--- config.mk ---
export PLATFORM = sky130hd
export DESIGN_NAME = vga_timing
export DESIGN_NICKNAME = d
export VERILOG_FILES = /design/src/rtl/vga_pkg.sv /design/src/rtl/vga_axis_timing.sv /design/src/rtl/vga_timing.sv
export SDC_FILE = /design/constraint.sdc
export NUM_CORES = 1
export LEC_CHECK = 0
export CAP_MARGIN = 30
export CORE_MARGIN = 4
export CORE_UTILIZATION = 35
export CTS_BUF_LIST = sky130_fd_sc_hd__clkbuf_8
export DETAILED_ROUTE_END_ITERATION = 10
export PLACE_DENSITY = 0.68
export SYNTH_ARGS = -nofsm -noshare
export SYNTH_HDL_FRONTEND = slang
export SYNTH_SLANG_ARGS = --single-unit
--- constraint.sdc ---
create_clock -name clk_i -period 1.75 [get_ports clk_i]
set_input_delay 0.35 -clock clk_i [delete_from_list [all_inputs] [get_ports clk_i]]
set_output_delay 0.35 -clock clk_i [all_outputs]
set_load 0.005 [all_outputs]
--- src/rtl/vga_pkg.sv ---
// Shared VGA timing definitions: the per-axis phase encoding and the
// 640x480@60 default timing used as parameter defaults.
package vga_pkg;

    typedef enum logic [1:0] {
        PH_VISIBLE = 2'd0,
        PH_FRONT   = 2'd1,
        PH_SYNC    = 2'd2,
        PH_BACK    = 2'd3
    } phase_e;

    localparam int VGA_H_VISIBLE     = 640;
    localparam int VGA_H_FRONT_PORCH = 16;
    localparam int VGA_H_SYNC_PULSE  = 96;
    localparam int VGA_H_BACK_PORCH  = 48;

    localparam int VGA_V_VISIBLE     = 480;
    localparam int VGA_V_FRONT_PORCH = 10;
    localparam int VGA_V_SYNC_PULSE  = 2;
    localparam int VGA_V_BACK_PORCH  = 33;

    localparam int VGA_COL_W = 10;
    localparam int VGA_ROW_W = 10;

    function automatic int axis_total(input int visible, input int front,
                                      input int sync, input int back);
        return visible + front + sync + back;
    endfunction

endpackage

--- src/rtl/vga_axis_timing.sv ---
// One raster axis (horizontal or vertical): position counter, phase FSM and
// sync level, all advanced by step_i; wrap_o flags the step that returns to 0.
module vga_axis_timing
    import vga_pkg::*;
#(
    parameter int VISIBLE  = VGA_H_VISIBLE,
    parameter int FRONT    = VGA_H_FRONT_PORCH,
    parameter int SYNC     = VGA_H_SYNC_PULSE,
    parameter int BACK     = VGA_H_BACK_PORCH,
    parameter bit SYNC_POL = 1'b0,
    parameter int W        = VGA_COL_W
) (
    input  logic         clk_i,
    input  logic         reset_ni,
    input  logic         step_i,
    output logic [W-1:0] count_o,
    output logic         sync_o,
    output logic         active_d_o,
    output logic         wrap_o
);

    localparam int TOTAL = axis_total(VISIBLE, FRONT, SYNC, BACK);

    localparam logic [W-1:0] LAST_VISIBLE = W'(VISIBLE - 1);
    localparam logic [W-1:0] LAST_FRONT   = W'(VISIBLE + FRONT - 1);
    localparam logic [W-1:0] LAST_SYNC    = W'(VISIBLE + FRONT + SYNC - 1);
    localparam logic [W-1:0] LAST_TOTAL   = W'(TOTAL - 1);

    // Empty porches are fine (their phase is skipped); an empty visible or
    // sync segment would make the raster meaningless.
    if (VISIBLE < 1 || SYNC < 1) begin : g_bad_segment
        $fatal(1, "vga_axis_timing: VISIBLE and SYNC segments must be non-zero");
    end

    phase_e       phase_q, phase_d;
    logic [W-1:0] count_q, count_d;
    logic         sync_q;

    assign wrap_o = step_i && (count_q == LAST_TOTAL);

    always_comb begin
        count_d = count_q;
        phase_d = phase_q;
        if (step_i) begin
            count_d = wrap_o ? '0 : count_q + W'(1);
            unique case (phase_q)
                PH_VISIBLE: if (count_q == LAST_VISIBLE)
                                phase_d = (FRONT > 0) ? PH_FRONT : PH_SYNC;
                PH_FRONT:   if (count_q == LAST_FRONT)
                                phase_d = PH_SYNC;
                PH_SYNC:    if (count_q == LAST_SYNC)
                                phase_d = (BACK > 0) ? PH_BACK : PH_VISIBLE;
                PH_BACK:    if (count_q == LAST_TOTAL)
                                phase_d = PH_VISIBLE;
                default:    phase_d = PH_VISIBLE;
            endcase
        end
    end

    // Sync is registered from the next phase so it lines up with count_q.
    always_ff @(posedge clk_i or negedge reset_ni) begin
        if (!reset_ni) begin
            count_q <= '0;
            phase_q <= PH_VISIBLE;
            sync_q  <= ~SYNC_POL;
        end else begin
            count_q <= count_d;
            phase_q <= phase_d;
            sync_q  <= (phase_d == PH_SYNC) ? SYNC_POL : ~SYNC_POL;
        end
    end

    assign count_o    = count_q;
    assign sync_o     = sync_q;
    assign active_d_o = (phase_d == PH_VISIBLE);

endmodule

--- src/rtl/vga_timing.sv ---
// VGA raster timing generator: column/row position, syncs, visible flag and
// line/frame start pulses. Define VGA_TIMING_ADDR_EN to add addr_o.
module vga_timing
    import vga_pkg::*;
#(
    parameter int H_VISIBLE     = VGA_H_VISIBLE,
    parameter int H_FRONT_PORCH = VGA_H_FRONT_PORCH,
    parameter int H_SYNC_PULSE  = VGA_H_SYNC_PULSE,
    parameter int H_BACK_PORCH  = VGA_H_BACK_PORCH,
    parameter int V_VISIBLE     = VGA_V_VISIBLE,
    parameter int V_FRONT_PORCH = VGA_V_FRONT_PORCH,
    parameter int V_SYNC_PULSE  = VGA_V_SYNC_PULSE,
    parameter int V_BACK_PORCH  = VGA_V_BACK_PORCH,
    parameter bit H_SYNC_POL    = 1'b0,
    parameter bit V_SYNC_POL    = 1'b0,
    parameter int COL_W         = VGA_COL_W,
    parameter int ROW_W         = VGA_ROW_W
) (
    input  logic             clk_i,
    input  logic             reset_ni,
    input  logic             enable_i,
    output logic [COL_W-1:0] column_o,
    output logic [ROW_W-1:0] row_o,
    output logic             hsync_o,
    output logic             vsync_o,
    output logic             visible_o,
    output logic             line_start_o,
`ifdef VGA_TIMING_ADDR_EN
    output logic [$clog2(H_VISIBLE*V_VISIBLE)-1:0] addr_o,
`endif
    output logic             frame_start_o
);

    localparam int H_TOTAL = axis_total(H_VISIBLE, H_FRONT_PORCH, H_SYNC_PULSE, H_BACK_PORCH);
    localparam int V_TOTAL = axis_total(V_VISIBLE, V_FRONT_PORCH, V_SYNC_PULSE, V_BACK_PORCH);

    if (H_TOTAL - 1 >= (longint'(1) << COL_W)) begin : g_col_w_check
        $fatal(1, "vga_timing: H_TOTAL-1 does not fit in COL_W bits");
    end
    if (V_TOTAL - 1 >= (longint'(1) << ROW_W)) begin : g_row_w_check
        $fatal(1, "vga_timing: V_TOTAL-1 does not fit in ROW_W bits");
    end

    logic h_wrap, v_wrap;
    logic h_active_d, v_active_d;
    logic line_start_q, frame_start_q, visible_q;

    // The vertical axis steps once per line, on the horizontal wrap.
    vga_axis_timing #(
        .VISIBLE  (H_VISIBLE),
        .FRONT    (H_FRONT_PORCH),
        .SYNC     (H_SYNC_PULSE),
        .BACK     (H_BACK_PORCH),
        .SYNC_POL (H_SYNC_POL),
        .W        (COL_W)
    ) u_h_axis (
        .clk_i      (clk_i),
        .reset_ni   (reset_ni),
        .step_i     (enable_i),
        .count_o    (column_o),
        .sync_o     (hsync_o),
        .active_d_o (h_active_d),
        .wrap_o     (h_wrap)
    );

    vga_axis_timing #(
        .VISIBLE  (V_VISIBLE),
        .FRONT    (V_FRONT_PORCH),
        .SYNC     (V_SYNC_PULSE),
        .BACK     (V_BACK_PORCH),
        .SYNC_POL (V_SYNC_POL),
        .W        (ROW_W)
    ) u_v_axis (
        .clk_i      (clk_i),
        .reset_ni   (reset_ni),
        .step_i     (h_wrap),
        .count_o    (row_o),
        .sync_o     (vsync_o),
        .active_d_o (v_active_d),
        .wrap_o     (v_wrap)
    );

    // Flags are registered from the axes' next phases, so they describe the
    // same position the counters show in the same cycle.
    always_ff @(posedge clk_i or negedge reset_ni) begin
        if (!reset_ni) begin
            visible_q     <= 1'b1;
            line_start_q  <= 1'b0;
            frame_start_q <= 1'b0;
        end else begin
            visible_q     <= h_active_d & v_active_d;
            line_start_q  <= h_wrap;
            frame_start_q <= h_wrap & v_wrap;
        end
    end

    assign visible_o     = visible_q;
    assign line_start_o  = line_start_q;
    assign frame_start_o = frame_start_q;

`ifdef VGA_TIMING_ADDR_EN
    localparam int ADDR_W = $clog2(H_VISIBLE * V_VISIBLE);

    logic [ADDR_W-1:0] addr_q, addr_d;

    // The address counts pixels already shown this frame, so it advances
    // after each visible pixel and freezes through blanking.
    always_comb begin
        addr_d = addr_q;
        if (h_wrap && v_wrap) begin
            addr_d = '0;
        end else if (enable_i && visible_q) begin
            addr_d = addr_q + ADDR_W'(1);
        end
    end

    always_ff @(posedge clk_i or negedge reset_ni) begin
        if (!reset_ni) begin
            addr_q <= '0;
        end else begin
            addr_q <= addr_d;
        end
    end

    assign addr_o = addr_q;
`endif

endmodule
After elaboration in Yosys (flattened, before gate mapping)
Cells that the tools add are included.
{ "classes": {"add_sub_neg": 2, "bitwise": 2, "eq_ne": 16, "n_mux": 16, "n_reduce_logical": 6} }
{ "ops": {"columns": ["op", "count"], "rows": [
  ["10-bit equality test, second input constant", 5],
  ["10-bit by 9-bit equality test with 1-bit output, second input constant", 3],
  ["10-bit by 1-bit adder with 10-bit output, second input constant", 2],
  ["10-bit 2-to-1 mux", 2],
  ["2-bit 2-to-1 mux", 10],
  ["2-bit case mux with 4 select lines", 2],
  ["2-bit equality test, second input constant", 6],
  ["2-bit zero test", 4],
  ["2-bit by 1-bit equality test with 1-bit output, second input constant", 2],
  ["1-bit AND", 2],
  ["1-bit logical AND", 2],
  ["1-bit 2-to-1 mux", 2]
]} }
{ "totals": {"out_inout_bits": 25, "regBits": 29, "in_bits": 3, "elab_cells": 51} }

Logic depth before layout (Yosys ltp)
Gate-level depths: netlist of run 1.
{ "depth": {"ltp_word": 6, "ltp_mapped": 8, "depth_no_buf": 7} }

Cells and area by module
From an unflattened synthesis of run 1, not the netlist that was laid out.
{ "unflattened": {"cells_unflattened": 155, "hier_area_um2": 1574.0} }
{ "by_module_without_submodules": {"columns": ["module", "cells_per_inst", "area_each_um2", "seq_area_each_um2", "n_inst"], "rows": [
  ["vga_axis_timing (u_h_axis)", 78, 757.0, 326.6, 1],
  ["vga_axis_timing (u_v_axis)", 72, 728.2, 326.6, 1],
  ["vga_timing", 5, 88.8, 76.3, 1]
]} }

Least setup slack after synthesis of run 1
No wires, ideal clock.
{ "synth_path": {"path_type": "register to register", "startpoint": "register u_h_axis.count_q[0], in the netlist u_h_axis.count_o[0]", "endpoint": "register u_v_axis.count_q[9], in the netlist u_v_axis.count_o[9]", "stages_incl_launch_ff": 7, "path_buffers": 0, "required_time_ps": 1673, "arrival_time_ps": 1766, "path_slack_ps": -93, "path_cell_list": "dfrtp_1 ha_1 and4_4 nand3_4 or3_4 or3_1 a21oi_1"} }
{ "synth_between": {"elab_chain_len": 4} }
{ "synth_lines": {"columns": ["element", "line_no", "rtl"], "rows": [
  ["from (decl)", "vga_axis_timing.sv:36", "logic [W-1:0] count_q, count_d;"],
  ["from (signal assigned)", "vga_axis_timing.sv:67", "count_q <= count_d;"],
  ["10-bit equality test *", "vga_axis_timing.sv:39", "assign wrap_o = step_i && (count_q == LAST_TOTAL);"],
  ["1-bit logical AND *", "vga_axis_timing.sv:39", null],
  ["1-bit logical AND", "vga_axis_timing.sv:39", null],
  ["10-bit 2-to-1 mux", "vga_axis_timing.sv:45", "count_d = wrap_o ? '0 : count_q + W'(1);"],
  ["to (signal assigned)", "vga_axis_timing.sv:67", null],
  ["to (decl)", "vga_axis_timing.sv:36", null]
]} }
Mark *: on every way between the ends. The rest lies on a longest branch, timed or not.
A chain may end at the register's enable or synchronous reset.

Final worst setup path of run 1
{ "layout_path": {"startpoint": "register u_h_axis.count_q[1], in the netlist u_h_axis.count_o[1]", "endpoint": "register u_v_axis.count_q[9], in the netlist u_v_axis.count_o[9]"} }
The elaborated chain is that of the path after synthesis.

==> impl_metrics.csv, run 1 <==
group,metric,value,unit
detailed_routing,wl_per_cell,14.68,µm
cts,clock-sinks,29,
finish,regArea,732.0,µm²
logic_synthesis,ys.flop_type,"dfrtp_1",
global_routing,grt_max_degree,30,
detailed_routing,drt_pre_antenna_iters,4,
cts,clkLatencyLatePin,0.29,ns
die,start_util,0.3674,
detailed_routing,dr_wl_met3,217,µm
setup_path,end_kind,"flop",
finish,n_antenna_cell,0,
setup_path,startpoint,"u_h_axis.count_o[1]$_DFFE_PN0P_",
pwr,power_switching,0.5898,mW
finish,syn2layout_area_growth,46.67,%
timing,period_needed,1.736,ns
logic_synthesis,post_synth_num_cell_types,44,
placement,hpwlAfterDp,2767,µm
setup_path,r2r_end,"u_v_axis.count_o[9]$_DFFE_PN0N_",
setup_path,path_common_cell,"or3_4",
logic_synthesis,ys_seq_area_frac,0.4858,
cts,clkTransAtPathRegs,0.06,ns
setup_path,criticalPathCategory,"flop to flop",
setup_path,crit_fanout,4,
detailed_routing,dr_wl_met2,1965,µm
die,die-area,5402,µm²
cts,numCtsBuffers,5,
run,drv_cap,0,
setup_path,path_cells,"ha_4 > and4_4 > nand3_4 > or3_4 > or3_4 > a21oi_2",
detailed_routing,drc,0,
pwr,netSwitchingFraction,0.2945,
timing,rsz0062_at_grt,"yes",
setup_path,r2r-start,"u_h_axis.count_o[1]$_DFFE_PN0P_",
timing,slew_headroom,0.7508,
setup_path,slowest_stage,"dfrtp_1",
timing,max_freq,575.9,MHz
logic_synthesis,synth.net_count,157,
global_routing,gr-total-overflow,0,
pwr,power_leakage,0.9947,nW
logic_synthesis,syn_inst,150,
detailed_routing,top_layer,"met4",
pwr,comb_power_share,0.343,
cts,cts_buffer_depth,2,
outcome,status,"finished, final reports clean",
cts,cts-root-buf,"clkbuf_8",
detailed_routing,vias,1388,
logic_synthesis,yosys_register_bits,29,
finish,final_cell_area,2202,µm²
logic_synthesis,async_flop_share,1.000,
pwr,intPower,1.413,mW
timing,period_share,0.9922,
logic_synthesis,synth_top_area_frac,0.4333,
logic_synthesis,synth_edf_count,0,
timing,final.setup.worst_slack,0.01367,ns
setup_path,rrSetupSlack,0.01,ns
global_routing,grt_pass1_wl,6465,µm
finish,final_layout_size_suffix_gt1_frac,0.2664,
detailed_routing,antenna_left,0,
setup_path,cp.required,1.97,ns
setup_path,crit_end,"u_v_axis.count_o[9]$_DFFE_PN0N_",
finish,fill_cells,353,
setup_path,critPathArrivalTime,1.96,ns
placement,port_buffers,27,
die,dieHeight,73.50,µm
global_routing,antenna_found_initial,0,
finish,multi_input_area,779.5,µm²
cts,htree_levels,2,
die,io_pins,28,
global_routing,track_usage,0.1567,
logic_synthesis,ys_warn_count,0,
logic_synthesis,netlist_area,1501,µm²
detailed_routing,drt_wl_total,3876,µm
pwr,clock_power_share,0.255,
timing,drv_slew,0,
detailed_routing,viasPerCell,5.258,
die,num_rows,23,
global_routing,grt_pass1_vias,1427,
setup_path,worst-r2r-cell-count,6,
logic_synthesis,synth_top_cells_by_area,"dfrtp_1, dfstp_2, xnor2_1",
timing,finalSetupViolCount,0,
placement,gp_congestion,0.9499,
setup_path,crit_path_start_kind,"flop",
cts,cts_tree,"built",
die,die_x,73.50,µm
timing,tightestPinTransition,0.3739,ns
placement,dpl_cell_area,2028,µm²
logic_synthesis,synth_top_area_cell,"dfrtp_1",
logic_synthesis,avgSynthCellArea,10.01,µm²
pwr,vdd_drop_max,0.6064,mV
timing,fin_skew,0.01079,ns
detailed_routing,first_iter_violations,159,
die,core_area,4086,µm²
timing,hold_viol_final,0,
pwr,powerDensity,909.5,nW/µm²
pwr,total_power,2.003,mW
finish,nets,220,
pwr,pwr-share-seq,0.403,
setup_path,cp_slowest_stage_delay,0.39,ns
min_path,holdCritPathClass,"primary input to async pin",
detailed_routing,wl_met1,1626,µm
placement,pre_cts_ws,-0.4701,ns
[stage by stage]
step | hold slack, ns | cells | utilization | TNS, ns
global placement | 0.5314 | 252 | 0.4963 | -5.739
detailed placement | 0.5451 | 252 | 0.4963 | -6.525
finish | 0.4513 | 264 | 0.5389 | 0
floorplan | 0.05441 | 150 | - | -0.07387
global route | 0.4916 | 264 | 0.5389 | -0.2334
CTS | 0.4610 | 263 | 0.5211 | -0.01290
[placed cells by master (no fill, tap or decap), types with 2 or more instances in the layout]
master / synthesis / final
nand2_1: 13 / 13
dfrtp_1: 26 / 24
and4_1: 2 / 2
clkdlybuf4s50_1: 0 / 24
buf_4: 0 / 32
nand4_1: 4 / 4
inv_1: 9 / 11
o31ai_1: 3 / 3
clkbuf_8: 0 / 5
nand3_1: 9 / 9
xnor2_1: 7 / 7
nand2b_1: 4 / 4
nor2b_1: 2 / 2
and3_1: 2 / 2
or3_4: 1 / 2
dfstp_2: 3 / 3
dlymetal6s2s_1: 0 / 2
ha_1: 4 / 2
o22ai_1: 3 / 3
a21oi_1: 3 / 2
nor3_1: 5 / 5
dfrtp_2: 0 / 2
xor2_1: 3 / 3
nor4bb_4: 0 / 2
and2_1: 2 / 2
o21ai_0: 8 / 7
nor4_1: 2 / 2
nor2_1: 10 / 9
a31oi_1: 2 / 2
[cell families after synthesis]
logic type,share of synthesized area
buf+inv,0.03500
fa+ha+maj,0.03333
mux,0.007499
flops,0.4858
xor+xnor,0.05834
compound gates,0.1225
simple gates,0.2575
[critical path: cells and delay by family (launching register included)]
kind	cells	cell delay, ns
compound gates	1	0.12
flops	1	0.39
fa+ha+maj	1	0.16
simple gates	4	0.99
[per-layer routing]
layer,vias to the layer above,track usage
met2,45,0.2628
met4,0,0.06036
met3,8,0.04925
met1,668,0.1860
met5,-,0
li1,667,-
[Yosys cell counts, types with 3 or more instances]
cell      count
o31ai_1       3
inv_1         9
o21ai_0       8
dfstp_2       3
nor3_1        5
nor2_1       10
dfrtp_1      26
nand4_1       4
ha_1          4
a21oi_1       3
o22ai_1       3
nand2b_1      4
nand3_1       9
nand2_1      13
xnor2_1       7
xor2_1        3
[registers in the layout (all words and copies together) (netlist names)]
register / count
line_start_o: 1
u_v_axis.sync_o: 1
frame_start_o: 1
visible_o: 1
u_h_axis.phase_q: 2
u_h_axis.count_o: 10
u_v_axis.count_o: 10
u_v_axis.phase_q: 2
u_h_axis.sync_o: 1
[area by class of cell]
type	count	share of cell area
repair buffers	59	0.2335
inverters	9	0.01534
flip-flops and latches	29	0.3324
clock buffers	5	0.03125
well taps	50	0.02841
clock inverters	3	0.005114
multi-input cells	109	0.3540
[timing repair]
action	CTS	global route
endpoints found under the setup margin	12	15
pin swaps	3	6
buffers inserted	3	1
resized for setup	2	15
hold buffers	0	0
[worst min-delay path by stage]
stage,end,slack [ns],depth (start not counted)
after floorplan,frame_start_o$_DFF_PN0_,0.05,0
after global placement,u_v_axis.count_o[8]$_DFFE_PN0N_,0.53,1
after detailed placement,u_v_axis.count_o[8]$_DFFE_PN0N_,0.55,1
after CTS,u_v_axis.count_o[2]$_DFFE_PN0N_,0.46,2
after global routing,u_v_axis.count_o[3]$_DFFE_PN0N_,0.49,2
final,u_v_axis.count_o[2]$_DFFE_PN0N_,0.45,2
[power groups by stage]
| stage | Sequential [mW] | Combinational, mW | Clock, mW |
|---|---|---|---|
| floorplan | 0.863 | 0.228 | 0 |
| global placement | 0.803 | 0.626 | 0 |
| detailed placement | 0.807 | 0.643 | 0 |
| CTS | 0.797 | 0.686 | 0.528 |
| global route | 0.818 | 0.766 | 0.561 |
| finish | 0.806 | 0.687 | 0.510 |
Note: power is estimated with default switching activity, not from simulation.
==> run 2, diff against run 1 <==
--- a/config.mk
+++ b/config.mk
@@ -6,10 +6,12 @@
 export NUM_CORES = 1
 export LEC_CHECK = 0
 export CAP_MARGIN = 30
+export CORE_ASPECT_RATIO = 0.7
 export CORE_MARGIN = 4
 export CORE_UTILIZATION = 35
 export CTS_BUF_LIST = sky130_fd_sc_hd__clkbuf_8
 export DETAILED_ROUTE_END_ITERATION = 10
+export GPL_ROUTABILITY_DRIVEN = 0
 export PLACE_DENSITY = 0.68
 export SYNTH_ARGS = -nofsm -noshare
 export SYNTH_HDL_FRONTEND = slang
==> impl_metrics.csv, run 2 (synthesis results as in run 1) <==
group,metric,value,unit
timing,hold_viol_final,0,
timing,max_freq,584.3,MHz
cts,clkTransAtPathRegs,0.06,ns
setup_path,cp_slowest_stage_delay,0.44,ns
timing,whs,0.4576,ns
detailed_routing,drt_pre_antenna_iters,5,
setup_path,critPathArrivalTime,1.36,ns
finish,nets,223,
detailed_routing,drt_wl_total,3882,µm
setup_path,path_cells,"buf_4 > buf_4 > clkdlybuf4s50_1",
placement,hpwlAfterDp,2917,µm
detailed_routing,first_iter_violations,127,
global_routing,gr-total-overflow,0,
global_routing,track_usage,0.1499,
cts,numCtsBuffers,5,
pwr,powerDensity,930.4,nW/µm²
finish,final_cell_mix,"buf_4, dfrtp_1, clkdlybuf4s50_1",
setup_path,crit_fanout,3,
min_path,holdCritPathClass,"primary input to flop",
global_routing,grt_pass1_wl,6451,µm
finish,layout_commonest_cell,"buf_4",
timing,fin_skew,0.006544,ns
timing,slew_headroom,0.7586,
die,start_util,0.3737,
global_routing,grt_max_degree,30,
finish,fin_cells,269,
setup_path,cp.required,1.40,ns
global_routing,grt_pass1_vias,1336,
detailed_routing,wl_per_cell,14.43,µm
setup_path,criticalPathCategory,"flop to output port",
setup_path,path_common_cell,"buf_4",
cts,cts_tree,"built",
placement,pre_cts_ws,-0.3739,ns
cts,htree_levels,2,
timing,final.setup.worst_slack,0.03852,ns
timing,rsz0062_at_grt,"yes",
cts,clock-sinks,29,
finish,syn2layout_area_growth,49.00,%
finish,utilization,0.5568,
die,die-area,5419,µm²
global_routing,antenna_found_initial,0,
placement,port_buffers,27,
die,num_rows,19,
outcome,status,"finished, final reports clean",
die,io_pins,28,
timing,finalSetupTns,0,ns
cts,clkLatencyLatePin,0.28,ns
cts,cts_buffer_depth,2,
timing,drv_slew,0,
setup_path,end_kind,"output port",
pwr,power_leakage,1.022,nW
timing,period_share,0.9780,
detailed_routing,drc,0,
run,drv_cap,0,
finish,n_antenna_cell,0,
placement,place_inst,257,
die,dieHeight,62.80,µm
pwr,vdd_drop_max,0.6689,mV
detailed_routing,viasPerCell,5.115,
detailed_routing,vias,1376,
finish,final_cell_area,2237,µm²
setup_path,slowest_stage,"clkdlybuf4s50_1",
detailed_routing,antenna_left,0,
cts,cts-root-buf,"clkbuf_8",
timing,period_needed,1.711,ns
finish,final_layout_size_suffix_gt1_frac,0.2765,
timing,tightestPinTransition,0.3587,ns
placement,dpl_cell_area,2053,µm²
pwr,total_power,2.081,mW
die,die_x,86.29,µm
timing,finalSetupViolCount,0,
setup_path,crit_path_start_kind,"flop",
die,core_area,4018,µm²
-- run 2: routing by layer --
layer	up-vias	GRT usage	part of all wire
met5	-	0	0
li1	675	-	-
met3	7	0.04611	0.080
met2	56	0.2144	0.43
met1	638	0.2167	0.48
met4	0	0.04280	0.012
-- run 2: path summary, 6_finish.rpt --
check                                                 from                         endpoint  slack [ns]  cells past startpoint
max                        u_h_axis.count_o[1]$_DFFE_PN0P_                      column_o[1]        0.04                      3
min                                               enable_i  u_h_axis.count_o[1]$_DFFE_PN0P_        0.46                      3
max reg2reg                u_h_axis.count_o[1]$_DFFE_PN0P_  u_v_axis.count_o[9]$_DFFE_PN0N_        0.04                      6
min reg2reg                u_v_axis.count_o[3]$_DFFE_PN0N_  u_v_axis.count_o[3]$_DFFE_PN0N_        0.57                      1
max in group asynchronous                         reset_ni              visible_o$_DFF_PN1_        0.97                      2
min in group asynchronous                         reset_ni    u_v_axis.phase_q[0]$_DFF_PN0_        0.47                      2
-- run 2: final cells by class --
type | instances | area (µm²)
fill | 348 | 1780
inverter | 9 | 33.78
tap | 52 | 65.06
clock inverter | 1 | 5.005
sequential | 29 | 729.5
multi-input combinational | 109 | 768.2
timing repair buffer | 62 | 539.3
clock buffer | 7 | 96.34
-- run 2: power breakdown --
part	total (mW)	internal, mW	switching, mW
sequential	0.793	0.752	0.0413
clock	0.600	0.355	0.245
combinational	0.688	0.387	0.301
total	2.08	1.49	0.588
-- run 2: repair_timing --
action / 4_1_cts / 5_1_grt
buffers inserted: 3 / 1
endpoints found under the setup margin: 4 / 11
hold buffers: 0 / 0
gates resized for setup: 2 / 10
pin swaps: 3 / 8
-- run 2: worst max-delay path, delay by kind of cell, from the launching register on --
family	cells	cell delay [ns]
buffers and inverters	3	0.70
DFF	1	0.39
==> run 3, diff against run 2 <==
--- a/config.mk
+++ b/config.mk
@@ -6,7 +6,7 @@
 export NUM_CORES = 1
 export LEC_CHECK = 0
 export CAP_MARGIN = 30
-export CORE_ASPECT_RATIO = 0.7
+export CORE_ASPECT_RATIO = 1.2
 export CORE_MARGIN = 4
 export CORE_UTILIZATION = 35
 export CTS_BUF_LIST = sky130_fd_sc_hd__clkbuf_8
==> impl_metrics.csv, run 3 (synthesis results as in run 1) <==
group,metric,value,unit
outcome,status,"finished, final reports clean",
setup_path,startpoint,"u_v_axis.count_o[2]$_DFFE_PN0N_",
detailed_routing,drc,0,
pwr,pwr-share-seq,0.401,
setup_path,end_kind,"output port",
finish,n_antenna_cell,0,
setup_path,crit_fanout,5,
die,die_x,67.79,µm
setup_path,critPathArrivalTime,1.39,ns
detailed_routing,viasPerCell,5.190,
die,io_pins,28,
detailed_routing,drt_pre_antenna_iters,4,
placement,port_buffers,27,
timing,hold_viol_final,0,
timing,drv_slew,0,
cts,clock-sinks,29,
cts,cts-root-buf,"clkbuf_8",
die,die-area,5406,µm²
global_routing,gr-total-overflow,0,
placement,pre_cts_ws,-0.3388,ns
timing,fin_skew,0.004854,ns
pwr,powerDensity,906.8,nW/µm²
finish,nets,220,
setup_path,criticalPathCategory,"flop to output port",
setup_path,cp.required,1.40,ns
detailed_routing,antenna_left,0,
timing,period_needed,1.739,ns
finish,final_cell_mix,"buf_4, dfrtp_1, clkdlybuf4s50_1",
pwr,power_leakage,0.9971,nW
setup_path,crit_path_start_kind,"flop",
cts,ctsHoldBuffers,0,
cts,cts_buffer_depth,2,
timing,slew_headroom,0.7533,
timing,period_share,0.9939,
die,start_util,0.3721,
die,num_rows,25,
finish,syn2layout_area_growth,45.42,%
timing,tightestPinTransition,0.3700,ns
finish,regArea,729.5,µm²
timing,rsz0062_at_grt,"yes",
detailed_routing,wl_met1,1569,µm
die,dieHeight,79.75,µm
finish,final_layout_size_suffix_gt1_frac,0.2477,
cts,numCtsBuffers,5,
pwr,intPower,1.403,mW
pwr,netSwitchingFraction,0.2912,
timing,final.setup.worst_slack,0.01074,ns
detailed_routing,first_iter_violations,33,
min_path,holdCritPathClass,"primary input to async pin",
timing,finalSetupViolCount,0,
cts,clkLatencyLatePin,0.28,ns
pwr,clock_power_share,0.251,
die,core_area,4035,µm²
detailed_routing,dr_wl_met3,186,µm
setup_path,r2r-start,"u_h_axis.count_o[0]$_DFFE_PN0P_",
global_routing,grt_max_degree,30,
detailed_routing,vias,1391,
pwr,power_switching,0.5766,mW
detailed_routing,dr_wl_met2,1937,µm
global_routing,grt_pass1_wl,6555,µm
pwr,comb_power_share,0.348,
cts,htree_levels,2,
timing,whs,0.4597,ns
detailed_routing,wl_per_cell,14.17,µm
global_routing,track_usage,0.1612,
finish,fill_cells,355,
pwr,vdd_drop_max,0.5868,mV
finish,layout_commonest_cell,"buf_4",
detailed_routing,drt_wl_total,3798,µm
cts,cts_tree,"built",
finish,utilization,0.5411,
finish,multi_input_area,758.2,µm²
global_routing,grt_pass1_vias,1421,
global_routing,antenna_found_initial,0,
detailed_routing,top_layer,"met4",
timing,max_freq,575.0,MHz
run,drv_cap,0,
cts,clkTransAtPathRegs,0.06,ns
placement,hpwlAfterDp,2797,µm
## run 3: final timing paths
check	endpoint	slack [ns]	cells after the start
max reg2reg	u_v_axis.count_o[9]$_DFFE_PN0N_	0.04	6
min	u_v_axis.phase_q[0]$_DFF_PN0_	0.46	2
min in group clk_i	u_v_axis.count_o[8]$_DFFE_PN0N_	0.56	1
min reg2reg	u_v_axis.count_o[8]$_DFFE_PN0N_	0.56	1
max in group asynchronous	u_v_axis.sync_o$_DFF_PN1_	0.98	2
max	row_o[2]	0.01	2
## run 3: power by group through the flow
stage,combinational [mW],clock [mW],sequential [mW]
after floorplan,0.228,0,0.863
after global placement,0.639,0,0.802
after detailed placement,0.661,0,0.805
after CTS,0.715,0.516,0.792
after global routing,0.764,0.548,0.805
final,0.688,0.497,0.794
## run 3: repair_timing
action / in CTS / in global routing
pin swaps: 3 / 8
endpoints found under the hold margin: 0 / 0
buffers inserted: 3 / 0
resized for setup: 1 / 11
setup endpoints to repair: 1 / 17
## run 3: area by class of cell
type / instances / share of cell area
Clock inverter: 3 / 0.005158
Timing Repair Buffer: 59 / 0.2355
Tap cell: 54 / 0.03095
Sequential cell: 29 / 0.3341
Multi-Input combinational cell: 109 / 0.3473
Clock buffer: 5 / 0.03152
Inverter: 9 / 0.01547
## run 3: per-layer routing
layer	global-route usage	vias to the layer above
met1	0.1836	666
met3	0.03662	11
met5	0	-
li1	-	667
met4	0.09145	0
met2	0.2707	47
## run 3: through the flow
step / area (µm²) / TNS [ns] / std cells / power (mW)
after floorplan: 1504 / -0.07387 / 150 / 1.091
after global placement: 2048 / -3.248 / 258 / 1.441
after detailed placement: 2048 / -3.918 / 258 / 1.466
after CTS: 2150 / 0 / 269 / 2.023
after global routing: 2183 / -0.1400 / 268 / 2.118
final: 2183 / 0 / 268 / 1.980
## run 3: critical path: stages, from the launching register on
cell and delay [ns]:
dfrtp_1 0.45, buf_4 0.17, clkdlybuf4s50_1 0.49
